==> src/rtl/relu_pipe_pkg.sv <==
// Shared constants and FSM encoding for the ReLU/shift/clip streaming pipeline.
package relu_pipe_pkg;

    localparam int unsigned WORD_SIZE = 16;
    localparam int unsigned CNT_BITS  = 10;
    localparam int unsigned CLIP_MAX  = 255;

    typedef enum logic [1:0] {
        StIdle  = 2'd0,
        StRun   = 2'd1,
        StFlush = 2'd2,
        StDone  = 2'd3
    } state_t;

endpackage

==> src/rtl/relu_pipe_dp.sv <==
// Three-stage free-running datapath: register input, ReLU + logical right shift, 8-bit clip.
module relu_pipe_dp #(
    parameter int unsigned WORD_SIZE = relu_pipe_pkg::WORD_SIZE
) (
    input  logic                 clk,
    input  logic                 rst,
    input  logic                 in_valid,
    input  logic [WORD_SIZE-1:0] in_data,
    input  logic [3:0]           shift,
    input  logic                 clip_en,
    output logic                 out_valid,
    output logic [WORD_SIZE-1:0] out_data
);
    import relu_pipe_pkg::CLIP_MAX;

    localparam logic [WORD_SIZE-1:0] ClipVal = WORD_SIZE'(CLIP_MAX);

    logic                 v1_q, v2_q, v3_q;
    logic [WORD_SIZE-1:0] d1_q, d2_q, d3_q;
    logic [WORD_SIZE-1:0] d2_d, d3_d;

    always_comb begin
        d2_d = '0;
        if (!d1_q[WORD_SIZE-1] && (32'(shift) < WORD_SIZE)) begin
            d2_d = d1_q >> shift;
        end
    end

    always_comb begin
        d3_d = d2_q;
        if (clip_en && (d2_q > ClipVal)) begin
            d3_d = ClipVal;
        end
    end

    // Data registers only load on valid so the output word holds between beats.
    always_ff @(posedge clk or negedge rst) begin
        if (!rst) begin
            v1_q <= 1'b0;
            v2_q <= 1'b0;
            v3_q <= 1'b0;
            d1_q <= '0;
            d2_q <= '0;
            d3_q <= '0;
        end else begin
            v1_q <= in_valid;
            v2_q <= v1_q;
            v3_q <= v2_q;
            if (in_valid) d1_q <= in_data;
            if (v1_q)     d2_q <= d2_d;
            if (v2_q)     d3_q <= d3_d;
        end
    end

    assign out_valid = v3_q;
    assign out_data  = d3_q;

endmodule

==> src/rtl/relu_pipe.sv <==
// Frame-controlled ReLU pipeline: FSM and element counters around the relu_pipe_dp datapath.
module relu_pipe #(
    parameter int unsigned WORD_SIZE = relu_pipe_pkg::WORD_SIZE,
    parameter int unsigned CNT_BITS  = relu_pipe_pkg::CNT_BITS
) (
    input  logic                 clk,
    input  logic                 rst,
    input  logic [CNT_BITS-1:0]  n,
    input  logic [3:0]           cfg_shift,
    input  logic                 cfg_clip_en,
    input  logic                 DI_valid,
    input  logic [WORD_SIZE-1:0] DI,
    output logic                 DO_valid,
    output logic [WORD_SIZE-1:0] DO,
    output logic                 busy,
    output logic                 done,
    output logic                 ovf
);
    import relu_pipe_pkg::*;

    state_t              state_q, state_d;
    logic [CNT_BITS-1:0] in_cnt_q, in_cnt_d;
    logic [CNT_BITS-1:0] out_cnt_q, out_cnt_d;
    logic [CNT_BITS-1:0] n_lat_q;
    logic [3:0]          shift_lat_q;
    logic                clip_lat_q;
    logic                ovf_q;

    logic start, accept, last_in, last_out;

    always_comb begin
        start    = ((state_q == StIdle) || (state_q == StDone)) && DI_valid && (n != '0);
        accept   = start || ((state_q == StRun) && DI_valid);
        last_in  = (in_cnt_q + CNT_BITS'(1)) == n_lat_q;
        last_out = DO_valid && ((out_cnt_q + CNT_BITS'(1)) == n_lat_q);
    end

    always_ff @(posedge clk or negedge rst) begin
        if (!rst) begin
            state_q <= StIdle;
        end else begin
            state_q <= state_d;
        end
    end

    // A single-element frame is complete on its first beat, so it skips RUN.
    always_comb begin
        state_d = state_q;
        unique case (state_q)
            StIdle, StDone: begin
                if (start) state_d = (n == CNT_BITS'(1)) ? StFlush : StRun;
            end
            StRun: begin
                if (DI_valid && last_in) state_d = StFlush;
            end
            StFlush: begin
                if (last_out) state_d = StDone;
            end
            default: state_d = StIdle;
        endcase
    end

    always_comb begin
        busy = (state_q == StRun) || (state_q == StFlush);
        done = (state_q == StDone);
        ovf  = ovf_q;
    end

    always_comb begin
        in_cnt_d  = in_cnt_q;
        out_cnt_d = out_cnt_q;
        if (start) begin
            in_cnt_d  = CNT_BITS'(1);
            out_cnt_d = '0;
        end else begin
            if ((state_q == StRun) && DI_valid) in_cnt_d = in_cnt_q + CNT_BITS'(1);
            if (DO_valid) out_cnt_d = out_cnt_q + CNT_BITS'(1);
        end
    end

    always_ff @(posedge clk or negedge rst) begin
        if (!rst) begin
            in_cnt_q    <= '0;
            out_cnt_q   <= '0;
            n_lat_q     <= '0;
            shift_lat_q <= '0;
            clip_lat_q  <= 1'b0;
            ovf_q       <= 1'b0;
        end else begin
            in_cnt_q  <= in_cnt_d;
            out_cnt_q <= out_cnt_d;
            ovf_q     <= ovf_q | (DI_valid & ~accept);
            if (start) begin
                n_lat_q     <= n;
                shift_lat_q <= cfg_shift;
                clip_lat_q  <= cfg_clip_en;
            end
        end
    end

    relu_pipe_dp #(
        .WORD_SIZE (WORD_SIZE)
    ) u_dp (
        .clk       (clk),
        .rst       (rst),
        .in_valid  (accept),
        .in_data   (DI),
        .shift     (shift_lat_q),
        .clip_en   (clip_lat_q),
        .out_valid (DO_valid),
        .out_data  (DO)
    );

endmodule

==> config.mk <==
export PLATFORM = sky130hd
export DESIGN_NAME = relu_pipe
export DESIGN_NICKNAME = d
export VERILOG_FILES = /design/src/rtl/relu_pipe_pkg.sv /design/src/rtl/relu_pipe_dp.sv /design/src/rtl/relu_pipe.sv
export SDC_FILE = /design/constraint.sdc
export NUM_CORES = 1
export LEC_CHECK = 0
export ABC_CLOCK_PERIOD_IN_PS = 2450
export BUFFER_PORTS_ARGS = -buffer_cell sky130_fd_sc_hd__buf_2
export CAP_MARGIN = 20
export CORE_MARGIN = 10
export CORE_UTILIZATION = 61
export CTS_BUF_LIST = sky130_fd_sc_hd__clkbuf_4
export DETAILED_ROUTE_END_ITERATION = 8
export PLACE_DENSITY = 0.83
export SLEW_MARGIN = 10
export SYNTH_ARGS = -nofsm -noshare
export SYNTH_HDL_FRONTEND = slang
export SYNTH_SLANG_ARGS = --single-unit
export TNS_END_PERCENT = 30
==> constraint.sdc <==
create_clock -name clk -period 2.45 [get_ports clk]
set_input_delay 0.1225 -clock clk [delete_from_list [all_inputs] [get_ports clk]]
set_output_delay 0.1225 -clock clk [all_outputs]
set_load 0.01 [all_outputs]
==> results.md, run 1 <==
* Clk buf depth at 2
* ANT nets after route at 0
* Seq pwr share at 41.5%
* Reg2reg setup slack at 0.10 ns
* CTS tree: built
* Post-synth EDFFs at 0
* Pwr Density at 1180 nW/um2
* WL per Instance at around 17 um
* Logic pwr share at about 46%
* Pwr Total at 0.00663 W
* Max cap viols at 0
* Total GRT Usage at between 10% and 20%
* Post-synthesis cell count at 457
* Net Sw Frac at about 42%
* GRT Residual Overflow at 0
* Core Area at 7650 um2
* Max Clk Rate at ~0.43 GHz
* Die span in x at 108 um
* Net Sw Power at 0.00282 W
* FF-to-FF End: state_q[0]
* Initial core utilization at 62.2%
* RR Startpoint: in_cnt_q[1]
* Initial DRC Count at 350
* Maximum fanout along the worst path at 5
* Ys async rst share at 100%
* Peak supply drop at 0.900 mV
* CTS Sinks at between 80 and 90
* Sequential fraction of the synthesis area at 46.8%
* Largest net degree at the start of global routing at 53
* Int Power at 0.00382 W
* Most used DFF post-synth: dfrtp_1
* Vias in the first global route at roughly 3800
* Fin crit period at approximately 2.3 ns
* Static Leak at approximately 2.4 nW
* Crit Path Category: flop to flop
* Most frequent cells in the layout: dfrtp_1 (84), buf_2 (52), dlygate4sd3_1 (33), inv_1 (32)
* Final Hold Fails at 0
* Final setup violation count at 0
* Worst EP required at about 2.8 ns
* CTS buffer count at 9
* Worst reg2reg path depth at 7
* Cell area after synthesis at between 4000 and 5000 um2
* Port buffer count at 53
* Vias/cell at 5.81
* Most common cell after layout, fill and taps aside: dfrtp_1
* # H-tree levels at 3
* Avg Cell Area, Syn at between 10 and 15 um2
* Die H at ~110 um
* Clock latency on the worst-skew pair at around 0.44 ns
* Share of layout cells above drive strength 1 at a little under a quarter
* Layout Nets at 574
* CP endpoint: state_q[0]
* Ys Warns at 0
* Number of antenna violations at the first check in global routing at 0
* Crit path arrival time at around 2.7 ns
* Post-synthesis cell type count at between 50 and 60
* Final Slew Violations at 0
* FF+latch count, synth at between 80 and 90
* HPWL after detailed placement at between 7000 and 8000 um
* DRC at 0
* Worst Tran Pin Value at roughly 0.77 ns
* Post-Route Skew at a little under 0.02 ns
* Die area at 11700 um2
* First-pass GRT wire length at 18500 um
* Area delta synth->final at 17.9%
* Worst setup EP type: flop
* CTS Root Cell: clkbuf_4
* Fin crit share at between 90% and 100%
* Clock share of power at approximately an eighth
* Ant. Diodes at 0
* Clock Pin Slew Worst Setup and Hold Paths at around 0.15 ns
* Fin Setup TNS at 0 ns
* Syn nets at just under 500
* Relative slew slack at around half
* Routed Wire Length at 11000 um
* Ports at between 50 and 60
* Via count at between 3000 and 4000
* Status: complete, no violations
* Setup crit start kind: flop
* Initial DRT Pass Iterations at 5
* Worst Hold Class: input port to async pin
* GP Congestion at roughly 0.89
* Crit. Startpoint: in_cnt_q[1]
* FP Rows at 32
-- synthesized netlist by cell type (4+ instances only) --
master,count,area share [%]
a21oi_1,8,0.84
o21ai_0,31,3.3
ha_1,5,1.3
mux2_1,7,1.7
nand2_1,26,2.1
nor2b_1,4,0.53
nand3b_1,8,1.3
nand3_1,11,1.2
nand4_1,11,1.4
nor2_1,29,2.3
mux2_2,27,6.4
o22a_1,8,1.5
mux2i_1,31,6.5
buf_1,4,0.32
xor2_1,16,2.9
o22ai_1,12,1.6
xnor2_1,24,4.4
dfrtp_1,89,47
clkbuf_1,21,1.7
inv_1,32,2.5
-- through the flow --
| step | setup slack (ns) | hold slack, ns | utilization (%) | instance area [um2] | std cells |
|---|---|---|---|---|---|
| CTS | 0.00643 | 0.232 | 72.8 | 5570 | 640 |
| finish | 0.100 | 0.229 | 73.3 | 5610 | 642 |
| floorplan | 0.201 | -0.173 | - | 4760 | 457 |
| global route | -0.0213 | 0.256 | 73.3 | 5610 | 642 |
| detailed placement | 0.0349 | 0.189 | 66.7 | 5100 | 591 |
| global placement | 0.175 | 0.178 | 66.7 | 5100 | 591 |
-- flip-flops by register name, indices dropped and copies added (netlist names), 2 cells and up --
register       flops
out_cnt_q         10
state_q            2
shift_lat_q        4
u_dp.d1_q         16
u_dp.d2_q         16
u_dp.out_data     16
n_lat_q           10
in_cnt_q          10
-- power groups by stage --
| stage | registers (W) | clock network [W] | logic (W) |
|---|---|---|---|
| CTS | 0.00273 | 0.000823 | 0.00301 |
| global route | 0.00285 | 0.000884 | 0.00340 |
| finish | 0.00276 | 0.000800 | 0.00308 |
| floorplan | 0.00240 | 0 | 0.00248 |
| detailed placement | 0.00277 | 0 | 0.00296 |
| global placement | 0.00272 | 0 | 0.00284 |
-- repair_timing --
action | 4_1_cts | 5_1_grt
endpoints found under the setup margin | 0 | 2
gates resized for setup | 0 | 9
hold buffers | 33 | 0
endpoints found under the hold margin | 82 | 0
buffers inserted | 0 | 2
-- routing by layer --
layer	GRT usage [%]	part of all wire, %
met1	24.1	43
met2	32.2	50
met3	5.12	6.6
met4	6.59	1.1
met5	0	0
-- worst min-delay path by stage --
stage	startpoint	end	slack [ns]	depth (start not counted)
final	rst	out_cnt_q[8]	0.23	2
after global routing	rst	out_cnt_q[8]	0.26	2
after CTS	rst	out_cnt_q[8]	0.23	2
after detailed placement	rst	out_cnt_q[8]	0.19	1
after global placement	rst	n_lat_q[9]	0.18	1
after floorplan	rst	clip_lat_q	-0.17	0
-- cell families after synthesis --
group                      share of synthesized area, %
buffers and inverters                              4.97
adders and majority gates                          1.32
DFF                                                46.8
and+or+nand+nor                                    12.9
xor gates and xnor gates                           7.36
muxes                                              15.0
AOI/OAI and AO/OA                                  11.6
-- worst max-delay path, cell delays in order (launching register included) --
cell       delay, ns
dfrtp_1         0.47
nand4_1         0.20
or2_1           0.32
or3_1           0.39
a22o_1          0.22
o41ai_2         0.32
o211ai_1        0.19
o2bb2ai_1       0.16
-- final cells by class --
type                    instances  area, um2
repair buffers                 96        673
clock buffers                   9       67.6
multi-input cells             307       2320
inverters                      32        120
fillers                       550       2040
clock inverters                 7       68.8
well taps                     102        128
flip-flops and latches         89       2230
No activity file was read; power rests on OpenSTA's default activity.
==> inputs of run 2 (changes only) <==
- CORE_MARGIN: 10 -> 2
==> results.md, run 2 (synthesis gave the netlist of run 1 again) <==
* Worst setup EP type: flop
* Critical path's largest stage delay at 0.45 ns (-0.02 ns)
* Final std cells w/o fill at 639 (-0.47%)
* Critical-path cell list: nand4_1 -> or3_4 -> a2111oi_4 -> a21oi_2 -> o41ai_2 -> o211ai_1 -> a2bb2oi_1
* Sum of buffers and inverters on the critical path at 0 (unchanged)
* Via count at 3644 (-2.3%)
* Number of antenna violations at the first check in global routing at 0 (unchanged)
* Ports at 54 (unchanged)
* Clock Pin Slew Worst Setup and Hold Paths at 0.15 ns (about the same)
* FF-to-FF End: state_q[1]
* Largest net degree at the start of global routing at 90 (+70%)
* RR Startpoint: in_cnt_q[1]
* Worst Hold Class: input port to async pin
* Initial core utilization at 62.2% (unchanged)
* Die H at 92.3 um (-15%)
* Total GRT Usage at 25.5% (+6.1 points)
* Static Leak at 2.43 nW (-0.24%)
* Fin crit share at 93.8% (-2.1 points)
* Final Slew Violations at 0 (unchanged)
* HPWL after detailed placement at 6830 um (-11%)
* Clock latency on the worst-skew pair at 0.44 ns (about the same)
* Worst EP required at 2.83 ns (+0.04 ns)
* Fillers at 533 (-3.1%)
* Core Area at 7650 um2 (unchanged)
* Fin Setup TNS at 0 ns (unchanged)
* Unrepaired setup endpoints after global routing: no
* Ant. Diodes at 0 (unchanged)
* Area delta synth->final at 17.6%
* Maximum fanout along the worst path at 5 (unchanged)
* Die span in x at 92.3 um (-15%)
* Clk buf depth at 2 (unchanged)
* Reg2reg setup slack at 0.15 ns (+0.05 ns)
* Final setup violation count at 0 (unchanged)
* Post-Route Skew at 0.0225 ns (+0.00302 ns)
* Worst reg2reg path depth at 7 (unchanged)
* Setup crit start kind: flop
* Placed cells at 590 (-0.17%)
* DRC at 0 (unchanged)
* Status: complete, no violations
* GP Congestion at 0.929 (+3.8%)
* Most common cell after layout, fill and taps aside: dfrtp_1
* Routed Wire Length at 10100 um (-8.1%)
* CTS buffer count at 9 (unchanged)
* Max cap viols at 0 (unchanged)
* Pwr Total at 0.00661 W (-0.31%)
* Pwr Density at 1180 nW/um2 (about the same)
* Die area at 8520 um2 (-27%)
* Sequential cell area at 2230 um2 (-0.22%)
* Initial DRC Count at 236 (-33%)
* Footprint of the multi-input gates at 2310 um2 (-0.27%)
* Vias in the first global route at 3583 (-5.6%)
* ANT nets after route at 0 (unchanged)
* First-pass GRT wire length at 17100 um (-7.3%)
* DP Area at 5110 um2 (about the same)
* CTS Sinks at 89 (unchanged)
* Top delay family on crit path: compound AO/OA/AOI/OAI gates
* Layout Nets at 571 (-0.52%)
* FP Rows at 32 (unchanged)
* CTS tree: built
* # H-tree levels at 3 (unchanged)
* Max Clk Rate at 0.435 GHz (+2.2%)
* Crit path arrival time at 2.68 ns (about the same)
* Worst Tran Pin Value at 0.753 ns (-0.0173 ns)
* Crit-path slowest cell: dfrtp_1
* Relative slew slack at 49.8% (+1.2 points)
* Initial DRT Pass Iterations at 5 (unchanged)
* WL per Instance at 15.9 um (-7.7%)
* CTS Root Cell: clkbuf_4
* Peak supply drop at 0.704 mV (-22%)
* Crit Path Category: flop to flop
* Final Cell Area at 5590 um2 (-0.25%)
* Final Hold Fails at 0 (unchanged)
* Crit. Startpoint: in_cnt_q[1]
* Share of layout cells above drive strength 1 at 22.2% (-0.99 points)
* GRT Residual Overflow at 0 (unchanged)
* Port buffer count at 53 (unchanged)
* Most frequent cells in the layout: dfrtp_1 (88), buf_2 (52), dlygate4sd3_1 (33), inv_1 (32)
* Vias/cell at 5.70 (-1.8%)
* Fin crit period at 2.30 ns (-0.0504 ns)
## run 2: power by group
| part | switching, W | leakage, nW | internal [W] | total, W |
|---|---|---|---|---|
| clock | 0.000532 | 0.0786 | 0.000322 | 0.000854 |
| sequential | 0.000720 | 1.11 | 0.00201 | 0.00273 |
| combinational | 0.00149 | 1.24 | 0.00154 | 0.00303 |
| total | 0.00274 | 2.43 | 0.00387 | 0.00661 |
## run 2: worst max path at each step
stage | slack, ns | end | depth (start not counted)
3_3_place_gp | 0.17 | state_q[0] | 7
6_report | 0.15 | state_q[1] | 7
4_1_cts | 0.05 | state_q[1] | 7
3_5_place_dp | 0.08 | state_q[0] | 7
5_1_grt | 0.03 | state_q[1] | 7
2_1_floorplan | 0.20 | u_dp.d1_q[10] | 8
## run 2: metrics by stage
step	setup slack, ns	util (%)	hold slack (ns)
finish	0.151	73.2	0.220
global route	0.0324	73.2	0.257
global placement	0.168	66.8	0.191
detailed placement	0.0778	66.8	0.201
floorplan	0.201	-	-0.173
CTS	0.0535	73.0	0.251
## run 2: repair_timing
action / in CTS / in global routing
buffers inserted: 0 / 0
hold endpoints to repair: 122 / 0
resized for setup: 0 / 5
endpoints found under the setup margin: 0 / 2
hold buffers: 33 / 0
## run 2: worst min-delay path, stage by stage
cell and delay [ns]:
dlygate4sd3_1 0.52, buf_4 0.11, buf_12 0.35
## run 2: layer usage
metal	wire [um]	track usage [%]	vias up
li1	-	-	1751
met4	206	9.08	0
met1	4630	35.5	1781
met2	4910	41.4	91
met3	389	3.42	21
met5	0	0	-
## run 2: final cells by class
| class | instances | share of cell area (%) |
|---|---|---|
| clock inverters | 7 | 1.36 |
| multi-input cells | 307 | 41.3 |
| flip-flops and latches | 89 | 39.8 |
| repair buffers | 93 | 11.9 |
| clock buffers | 9 | 1.21 |
| well taps | 102 | 2.28 |
| inverters | 32 | 2.15 |
==> inputs of run 3 (changes only) <==
- ABC_AREA: unset -> 1
==> results.md, run 3 <==
* Status: complete, no violations
* CTS tree: built
* Final Hold Fails at 0 (unchanged)
* Maximum fanout along the worst path at 19 (+14)
* Crit path arrival time at 2.37 ns (-0.31 ns)
* Ys Warns at 0 (unchanged)
* Initial core utilization at 62.4% (+0.16 points)
* Total GRT Usage at 28.3% (+2.8 points)
* Post-synthesis cell count at 630 (+38%)
* Core Area at 7650 um2 (unchanged)
* Worst Hold Class: input port to async pin
* Final setup violation count at 0 (unchanged)
* Peak supply drop at 0.691 mV (-1.9%)
* Sequential cell area at 2230 um2 (about the same)
* ANT nets after route at 0 (unchanged)
* Routed Wire Length at 11700 um (+15%)
* Placed cells at 768 (+30%)
* Layout Nets at 749 (+31%)
* WL per Instance at 14.3 um (-9.9%)
* Sequential fraction of the synthesis area at 46.7% (-0.12 points)
* Avg Cell Area, Syn at 7.57 um2 (-27%)
* FF+latch count, synth at 89 (unchanged)
* RR Startpoint: out_cnt_q[0]
* Worst reg2reg path depth at 14 (+7)
* Footprint of the multi-input gates at 2070 um2 (-11%)
* Pwr Density at 1150 nW/um2 (-2.6%)
* Most common cell after layout, fill and taps aside: nand2_1
* Final std cells w/o fill at 817 (+28%)
* Ys async rst share at 100% (unchanged)
* Crit-path slowest cell: dlygate4sd3_1
* Vias in the first global route at 4142 (+16%)
* GRT Residual Overflow at 0 (unchanged)
* Top cells by count, synth: nand2_1 (192), inv_1 (91), dfrtp_1 (89), o21ai_0 (65), nand3_1 (52)
* Fin Setup TNS at 0 ns (unchanged)
* Relative slew slack at 41.9% (-8.0 points)
* Syn nets at 669 (+35%)
* Top cell type's share of synthesized area at 46.7% (-0.12 points)
* Cell taking the most area after synthesis: dfrtp_1
* Max Clk Rate at 0.502 GHz (+15%)
* DRC at 0 (unchanged)
* Largest net degree at the start of global routing at 53 (-41%)
* Post-synth EDFFs at 0 (unchanged)
* Die span in x at 92.4 um (+0.12%)
* Initial DRC Count at 266 (+13%)
* Static Leak at 2.72 nW (+12%)
* Worst setup EP type: flop
* Post-synthesis cell type count at 35 (-35%)
* # H-tree levels at 3 (unchanged)
* Fin crit share at 81.3% (-13 points)
* Reg2reg setup slack at 0.47 ns (+0.32 ns)
* Clk buf depth at 2 (unchanged)
* FP Rows at 32 (unchanged)
* Via count at 4459 (+22%)
* Unrepaired setup endpoints after global routing: no
* Critical-path cell list: dlygate4sd3_1 -> buf_2 -> inv_1 -> nand4_1 -> nor4_2 -> nand3_1 -> nand3_1 -> buf_4 -> nand2_1 -> inv_1 -> nand2_1 -> o21ai_0
* Most numerous cell in the Yosys netlist: nand2_1
* Worst Tran Pin Value at 0.872 ns (+0.120 ns)
* Clock latency on the worst-skew pair at 0.47 ns (+0.03 ns)
* CTS Sinks at 89 (unchanged)
* First-pass GRT wire length at 19200 um (+12%)
* Critical path's largest stage delay at 0.55 ns (+0.10 ns)
* Ant. Diodes at 0 (unchanged)
* Clock Pin Slew Worst Setup and Hold Paths at 0.19 ns (+0.04 ns)
* Share of layout cells above drive strength 1 at 13.0% (-9.2 points)
* Max cap viols at 0 (unchanged)
* Most frequent cells in the layout: nand2_1 (192), inv_1 (91), dfrtp_1 (89), o21ai_0 (65)
* Ports at 54 (unchanged)
* Worst EP required at 2.83 ns (about the same)
* Die area at 8540 um2 (+0.25%)
* Port buffer count at 53 (unchanged)
* CTS buffer count at 9 (unchanged)
* Most used DFF post-synth: dfrtp_1
* Number of antenna violations at the first check in global routing at 0 (unchanged)
* FF-to-FF End: state_q[0]
* Largest cells by area after synthesis: dfrtp_1 (47%), nand2_1 (15%), inv_1 (7.2%), o21ai_0 (6.8%), nand3_1 (5.5%)
* Fillers at 592 (+11%)
* Fin crit period at 1.99 ns (-0.307 ns)
* Post-Route Skew at 0.0352 ns (+0.0126 ns)
* Cell area after synthesis at 4770 um2 (+0.26%)
* CTS Root Cell: clkbuf_4
* Area delta synth->final at 16.8%
* Final Slew Violations at 0 (unchanged)
* Setup crit start kind: input port
* GP Congestion at 0.942 (+1.3%)
* Vias/cell at 5.46 (-4.3%)
* HPWL after detailed placement at 7960 um (+16%)
* Die H at 92.4 um (+0.12%)
* Crit Path Category: input port to flop
* Initial DRT Pass Iterations at 5 (unchanged)
## run 3: what timing repair did
item                                   4_1_cts  5_1_grt
endpoints found under the hold margin       69        0
hold buffers                                33        0
buffers inserted                             0        0
resized for setup                            0        0
## run 3: logic make-up after synthesis
family	after synthesis	synth area share [%]
AOI/OAI and AO/OA	116	14.0
adders and majority gates	5	1.31
buffers and inverters	116	9.99
muxes	6	1.26
xor gates and xnor gates	1	0.184
and+or+nand+nor	297	26.5
DFF	89	46.7
## run 3: where the power goes
part | switching, W | internal (W)
registers | 0.000574 | 0.00203
logic | 0.00189 | 0.00110
clock network | 0.000591 | 0.000236
total | 0.00306 | 0.00336
## run 3: final cells by class
cell class / count / area share [%]
clock inverters: 7 / 1.28
flip-flops and latches: 89 / 40.0
multi-input cells: 425 / 37.1
repair buffers: 91 / 11.9
well taps: 102 / 2.29
clock buffers: 9 / 1.21
inverters: 94 / 6.33
## run 3: per-stage QoR
step                area, um2  setup WS, ns  hold slack [ns]  power, W  utilization (%)
floorplan                4770         0.764           -0.173   0.00470                -
global placement         5100         0.540            0.117   0.00538             66.7
detailed placement       5100         0.467            0.124   0.00551             66.7
CTS                      5570         0.452            0.155   0.00636             72.9
global route             5570         0.231            0.204   0.00696             72.9
finish                   5570         0.458            0.126   0.00642             72.9
## run 3: metal layers
metal | vias up | GRT usage [%] | wire length, um
li1 | 2216 | - | -
met1 | 2067 | 39.2 | 5360
met2 | 144 | 45.3 | 5400
met3 | 32 | 4.80 | 642
met4 | 0 | 10.2 | 275
met5 | - | 0 | 0
## run 3: worst max-delay path by stage
stage,startpoint,end,slack [ns]
2_1_floorplan,in_cnt_q[0],state_q[0],0.76
3_3_place_gp,out_cnt_q[0],state_q[1],0.54
3_5_place_dp,out_cnt_q[0],state_q[0],0.47
4_1_cts,out_cnt_q[0],state_q[0],0.45
5_1_grt,out_cnt_q[0],state_q[0],0.23
6_report,n[6],out_cnt_q[0],0.46
## run 3: worst max-delay path, delay by kind of cell
kind	cells	cell delay, ns
compound gates	1	0.08
buf+inv	5	1.18
simple gates	6	0.98
